<file path="config.mk">
export PLATFORM = sky130hd
export DESIGN_NAME = mostrador_mux_7seg
export DESIGN_NICKNAME = d
export VERILOG_FILES = /design/src/rtl/mostrador_pkg.sv /design/src/rtl/bcd_para_7seg.sv /design/src/rtl/mostrador_mux_7seg.sv
export SDC_FILE = /design/constraint.sdc
export NUM_CORES = 1
export LEC_CHECK = 0
export ABC_AREA = 1
export CAP_MARGIN = 20
export CORE_ASPECT_RATIO = 0.75
export CORE_MARGIN = 2
export CORE_UTILIZATION = 55
export CTS_CLUSTER_DIAMETER = 120
export DETAILED_ROUTE_END_ITERATION = 12
export PLACE_DENSITY = 0.89
export SLEW_MARGIN = 10
export SYNTH_ARGS = -nofsm -noshare
export SYNTH_HDL_FRONTEND = slang
export SYNTH_SLANG_ARGS = --single-unit
export TNS_END_PERCENT = 100
</file>
<file path="constraint.sdc">
create_clock -name clock -period 2.5 [get_ports clock]
set_input_delay 0.5 -clock clock [delete_from_list [all_inputs] [get_ports clock]]
set_output_delay 0.5 -clock clock [all_outputs]
set_load 0.02 [all_outputs]
</file>
<file path="src/rtl/mostrador_pkg.sv">
`default_nettype none
// ============================================================================
// Package     : mostrador_pkg
// Description : Shared types and segment patterns for the multiplexed
//               7-segment display stage.
// Revision    : 1.0 - initial release
// ============================================================================
package mostrador_pkg;

  // Display sequencer states
  typedef enum logic [1:0] {
    CAPTURE = 2'd0,
    ON      = 2'd1,
    GUARD   = 2'd2
  } state_t;

  // Active-low segment patterns, bit order g..a
  localparam logic [6:0] SEG_BLANK = 7'h7F;
  localparam logic [6:0] SEG_DASH  = 7'h3F;

  localparam logic [6:0] SEG_0 = 7'b1000000;
  localparam logic [6:0] SEG_1 = 7'b1111001;
  localparam logic [6:0] SEG_2 = 7'b0100100;
  localparam logic [6:0] SEG_3 = 7'b0110000;
  localparam logic [6:0] SEG_4 = 7'b0011001;
  localparam logic [6:0] SEG_5 = 7'b0010010;
  localparam logic [6:0] SEG_6 = 7'b0000010;
  localparam logic [6:0] SEG_7 = 7'b1111000;
  localparam logic [6:0] SEG_8 = 7'b0000000;
  localparam logic [6:0] SEG_9 = 7'b0010000;

  // BCD to active-low segments; codes above 9 render as a dash
  function automatic logic [6:0] digit_pattern(input logic [3:0] bcd);
    logic [6:0] pat;
    case (bcd)
      4'd0:    pat = SEG_0;
      4'd1:    pat = SEG_1;
      4'd2:    pat = SEG_2;
      4'd3:    pat = SEG_3;
      4'd4:    pat = SEG_4;
      4'd5:    pat = SEG_5;
      4'd6:    pat = SEG_6;
      4'd7:    pat = SEG_7;
      4'd8:    pat = SEG_8;
      4'd9:    pat = SEG_9;
      default: pat = SEG_DASH;
    endcase
    return pat;
  endfunction

endpackage
`default_nettype wire

</file>
<file path="src/rtl/bcd_para_7seg.sv">
`default_nettype none
// ============================================================================
// Module      : bcd_para_7seg
// Description : Combinational BCD to active-low 7-segment decoder with a
//               blanking override.
// Revision    : 1.0 - initial release
// ============================================================================
module bcd_para_7seg
  import mostrador_pkg::*;
(
  input  logic [3:0] bcd,
  input  logic       blank,
  output logic [6:0] seg
);

  // Blanking wins over the digit pattern
  always_comb begin
    seg = SEG_BLANK;
    if (!blank) begin
      seg = digit_pattern(bcd);
    end
  end

endmodule
`default_nettype wire

</file>
<file path="src/rtl/mostrador_mux_7seg.sv">
`default_nettype none
// ============================================================================
// Module      : mostrador_mux_7seg
// Description : Time-multiplexes four shadowed BCD digits onto a shared
//               active-low 7-segment bus with guard gaps, leading-zero
//               blanking and per-digit decimal points.
// Revision    : 1.0 - initial release
// ============================================================================
module mostrador_mux_7seg
  import mostrador_pkg::*;
#(
  parameter int ON_CYCLES    = 50000,
  parameter int GUARD_CYCLES = 1000,
  parameter int CNT_W        = 16
) (
  input  logic       clock,
  input  logic       reset_n,
  input  logic [3:0] mostrador0,
  input  logic [3:0] mostrador1,
  input  logic [3:0] mostrador2,
  input  logic [3:0] mostrador3,
  input  logic       apagar_zeros,
  input  logic [3:0] ponto,
  output logic [6:0] segmentos,
  output logic       ponto_seg,
  output logic [3:0] anodos,
  output logic       quadro
);

  localparam logic [CNT_W-1:0] ON_LAST    = CNT_W'(ON_CYCLES - 1);
  localparam logic [CNT_W-1:0] GUARD_LAST = CNT_W'(GUARD_CYCLES - 1);

  state_t           state, state_next;
  logic [1:0]       idx, idx_next;
  logic [CNT_W-1:0] counter, counter_next;

  logic [3:0][3:0]  shadow_dig, shadow_dig_next;
  logic [3:0]       shadow_ponto, shadow_ponto_next;
  logic             shadow_apagar, shadow_apagar_next;

  logic             capturing;
  logic [3:0]       dig_sel;
  logic             blank_sel;
  logic [3:0]       blank_vec;
  logic [6:0]       seg_dec;

  logic [6:0]       seg_nx;
  logic             dp_nx;
  logic [3:0]       an_nx;
  logic             quadro_nx;

  // A CAPTURE cycle is the one with quadro high; right after reset the
  // state is CAPTURE with quadro low, which just arms the first real frame.
  assign capturing = (state == CAPTURE) && quadro;

  // Next-state, slot index and slot counter
  always_comb begin
    state_next   = state;
    idx_next     = idx;
    counter_next = counter + 1'b1;
    case (state)
      CAPTURE: begin
        counter_next = '0;
        idx_next     = 2'd0;
        if (quadro) begin
          state_next = ON;
        end
      end
      ON: begin
        if (counter == ON_LAST) begin
          state_next   = GUARD;
          counter_next = '0;
        end
      end
      GUARD: begin
        if (counter == GUARD_LAST) begin
          counter_next = '0;
          if (idx == 2'd3) begin
            state_next = CAPTURE;
            idx_next   = 2'd0;
          end else begin
            state_next = ON;
            idx_next   = idx + 2'd1;
          end
        end
      end
      default: begin
        state_next   = CAPTURE;
        idx_next     = 2'd0;
        counter_next = '0;
      end
    endcase
  end

  // Shadow contents as they will be after this edge, so the first digit of
  // a frame can be decoded in the same edge that captures it
  always_comb begin
    shadow_dig_next    = shadow_dig;
    shadow_ponto_next  = shadow_ponto;
    shadow_apagar_next = shadow_apagar;
    if (capturing) begin
      shadow_dig_next    = {mostrador3, mostrador2, mostrador1, mostrador0};
      shadow_ponto_next  = ponto;
      shadow_apagar_next = apagar_zeros;
    end
  end

  // Leading-zero blanking; invalid codes are nonzero and stop the blanking
  always_comb begin
    blank_vec    = 4'b0000;
    blank_vec[3] = shadow_apagar_next && (shadow_dig_next[3] == 4'd0);
    blank_vec[2] = blank_vec[3] && (shadow_dig_next[2] == 4'd0);
    blank_vec[1] = blank_vec[2] && (shadow_dig_next[1] == 4'd0);
    dig_sel      = shadow_dig_next[idx_next];
    blank_sel    = blank_vec[idx_next];
  end

  bcd_para_7seg u_dec (
    .bcd   (dig_sel),
    .blank (blank_sel),
    .seg   (seg_dec)
  );

  // Output values for the state being entered
  always_comb begin
    seg_nx    = SEG_BLANK;
    dp_nx     = 1'b1;
    an_nx     = 4'b1111;
    quadro_nx = 1'b0;
    case (state_next)
      CAPTURE: quadro_nx = 1'b1;
      ON: begin
        an_nx  = ~(4'b0001 << idx_next);
        seg_nx = seg_dec;
        dp_nx  = ~shadow_ponto_next[idx_next];
      end
      default: ;
    endcase
  end

  // State, shadow and output registers
  always_ff @(posedge clock) begin
    if (!reset_n) begin
      state         <= CAPTURE;
      idx           <= 2'd0;
      counter       <= '0;
      shadow_dig    <= '0;
      shadow_ponto  <= 4'b0000;
      shadow_apagar <= 1'b0;
      segmentos     <= SEG_BLANK;
      ponto_seg     <= 1'b1;
      anodos        <= 4'b1111;
      quadro        <= 1'b0;
    end else begin
      state         <= state_next;
      idx           <= idx_next;
      counter       <= counter_next;
      shadow_dig    <= shadow_dig_next;
      shadow_ponto  <= shadow_ponto_next;
      shadow_apagar <= shadow_apagar_next;
      segmentos     <= seg_nx;
      ponto_seg     <= dp_nx;
      anodos        <= an_nx;
      quadro        <= quadro_nx;
    end
  end

endmodule
`default_nettype wire

</file>
==> flow_summary.yaml <==
outcome:
  status: "complete, no violations"
synthesis:
  synth_area_leaders: "dfxtp_1 39%, nand2_1 11%, inv_1 7.4%"
  async_reset_ff_share_pct: 0
  synth-main-ff-cell: "dfxtp_1"
  ys_types: 32
  syn_avg_cell_area_sq_um: 7.025
  yosysSeqAreaShare_pct: 38.76
  synth_fp_nets: 432
  synth.ff_latch_count: 54
  synth_top_cell_by_area: "dfxtp_1"
  ys.warnings.count: 0
  synth_area_sq_um: 2789
  synth_top_area_share_pct: 38.76
  syn_inst: 397
  synth_edf_count: 0
critical_path:
  required_ns: 2.71
  crit_type: "register to register"
  cp-end-kind: "register"
  path_buf_inv: 1
  slowest_delay_ns: 0.37
  path_max_fanout: 6
  path_delay_family: "simple AND/OR/NAND/NOR gates"
  cp_slowest_cell: "dfxtp_1"
  crit_path_cell_trace: "nor2_1, nand2_1, nor2_1, nand2_2, a21oi_4, nand3_1, nand2_2, nand2_2, nand2_4, inv_1, ha_1, nand3b_1, nand3_1, nand3_1"
  start_kind: "register"
  worstPathArrival_ns: 2.59
final_layout:
  layout-area-overhead-vs-synth_pct: 22.75
  fillers: 410
  multi_input_area_sq_um: 1473
  antennaDiodeCount: 0
  utilization_pct: 69.87
  seqCellArea_sq_um: 1087
  final_nets: 479
  layout.cells.non_filler: 505
  drive_above_1_share_pct: 13.71
power:
  peakVddDrop_uv: 530.1
  comb_power_share_pct: 41.9
  p_clk_share_pct: 19.3
  p_sw_mw: 0.9943
  p_int_mw: 1.663
  power_density_nw_per_um2: 776.3
  seqPwrFrac_pct: 38.9
  switching_share_pct: 37.41
  p_leak_nw: 1.529
placement:
  routabilityCongestion: 0.8291
  dp_hpwl_mm: 4.449
  portBuffers: 35
  place_inst: 492
timing:
  max_freq_ghz: 0.4195
  tns_ns: 0
  period_needed_ns: 2.384
  final.period_utilization_pct: 95.34
  skew_ns: 0.01129
  setup_violations: 0
  worstMarginPinSlew_ns: 0.5924
  rsz0062_at_grt: "true"
  maxSlewViolCount: 0
  max-slew-margin-rel_pct: 60.40
  final_hold_viol_count: 0
drt:
  first_pass_iters: 5
  ant_nets: 0
  avgRoutedWirePerCell_microns: 12.80
  vias_per_cell: 5.352
  dr.first_iter.drc_count: 223
  via_count: 2703
  drc: 0
  wl_mm: 6.466
global_route:
  grt_pass1_vias: 2249
  grt_use_met3_pct: 4.020
  overflow: 0
  grtUsageMet1_pct: 33.00
  antenna_found_initial: 0
  grt.busiest_layer: "met1"
  grt_pass1_wl_mm: 9.998
  use_met2_pct: 32.46
  groute.usage.overall_pct: 22.23
  grt_max_degree: 39
clock_tree:
  clockBufferDepth: 2
  path_clk_slew_ns: 0.10
  clockRootBuffer: "clkbuf_8"
  cts_buffers: 5
  cts_sinks: 54
  cts_tree: "done"
  clock_latency_ns: 0.31
  cts.htree.levels: 2
floorplan:
  core_area_sq_um: 4900
  start_util_pct: 56.92
  fp-row-count: 22
  pin_count: 36
  die_h_microns: 65.67
  dieArea_sq_um: 5662
  die_width_microns: 86.23
worst_hold_path:
  hp-class: "register to register"
flow_run:
  maxCapViolations: 0
stage by stage:
| stage | setup slack, ns | power (mW) | hold slack (ns) | instance area [sq um] |
|---|---|---|---|---|
| after detailed placement | 0.04860 | 2.122 | 0.4462 | 3246 |
| after CTS | 0.01141 | 2.630 | 0.4637 | 3341 |
| after global routing | -0.1145 | 2.848 | 0.4335 | 3423 |
| final | 0.1165 | 2.658 | 0.4295 | 3423 |
| after floorplan | 0.2929 | 1.768 | 0.4175 | 2789 |
| after global placement | 0.2204 | 2.080 | 0.4322 | 3246 |
final cells by class:
class | count | area share (%)
clock inverters | 2 | 0.3655
flip-flops and latches | 54 | 31.76
repair buffers | 47 | 13.23
inverters | 64 | 7.018
multi-input cells | 272 | 43.02
well taps | 60 | 2.193
clock buffers | 6 | 2.412
power by group through the flow:
stage	Clock, mW	Combinational [mW]	Sequential (mW)
floorplan	0	0.667	1.10
global placement	0	1.04	1.04
detailed placement	0	1.07	1.05
CTS	0.517	1.08	1.03
global route	0.562	1.24	1.04
finish	0.512	1.11	1.03
worst paths after layout:
kind,endpoint,start,slack [ns],cells after the start
worst min register to register,counter[0],counter[0],0.43,1
worst max-delay path,segmentos[0],counter[15],0.12,14
worst max register to register,segmentos[0],counter[15],0.12,14
worst min-delay path,counter[0],counter[0],0.43,1
cell families after synthesis:
logic type / share of synthesized area [%]
flops: 38.76
fa+ha+maj: 5.383
buf+inv: 10.09
mux: 1.436
xor+xnor: 1.570
compound gates: 7.358
simple gates: 35.40
synthesized netlist by cell type (3+ instances only):
| cell type | instances |
|---|---|
| o21ai_0 | 21 |
| nor3b_1 | 4 |
| xor2_1 | 3 |
| nand2_2 | 12 |
| nand3b_1 | 10 |
| inv_1 | 55 |
| nand4_1 | 6 |
| mux2i_1 | 4 |
| nand2_1 | 84 |
| nor2_1 | 55 |
| nor3_1 | 7 |
| buf_2 | 3 |
| a21oi_1 | 6 |
| clkbuf_1 | 4 |
| inv_2 | 8 |
| ha_1 | 12 |
| nand3_1 | 32 |
| dfxtp_1 | 54 |
flip-flops by register name, summed over array words and instances, names as in the netlist, 2 cells and up:
| register | flops |
|---|---|
| anodos | 4 |
| counter | 16 |
| idx | 2 |
| segmentos | 7 |
| shadow_dig | 16 |
| shadow_ponto | 4 |
| state | 2 |
layer usage:
layer / wire length, microns / up-vias
met3: 446 / 23
met5: 0 / -
met4: 153 / 0
met2: 2779 / 114
met1: 3087 / 1229
li1: - / 1337
placed cells by master, fill, tap and decap left out, types with 3 or more instances in the layout:
| cell type | count |
|---|---|
| nor3_1 | 7 |
| ha_1 | 9 |
| nor2_1 | 54 |
| inv_1 | 55 |
| nand3b_1 | 10 |
| a21oi_1 | 6 |
| nand2_4 | 3 |
| dfxtp_1 | 51 |
| mux2i_1 | 4 |
| inv_2 | 8 |
| nand3_1 | 31 |
| nor3b_1 | 4 |
| nand2_1 | 80 |
| nand2_2 | 15 |
| nor2_2 | 3 |
| buf_4 | 11 |
| ha_2 | 3 |
| clkdlybuf4s50_1 | 35 |
| clkbuf_8 | 6 |
| xor2_1 | 3 |
| nand4_1 | 6 |
| o21ai_0 | 19 |
repair_timing:
| action | CTS | global route |
|---|---|---|
| buffers inserted | 0 | 4 |
| hold buffers | 0 | 0 |
| gates resized for setup | 0 | 17 |
| setup endpoints to repair | 0 | 7 |
No activity file was read; power rests on OpenSTA's default activity.
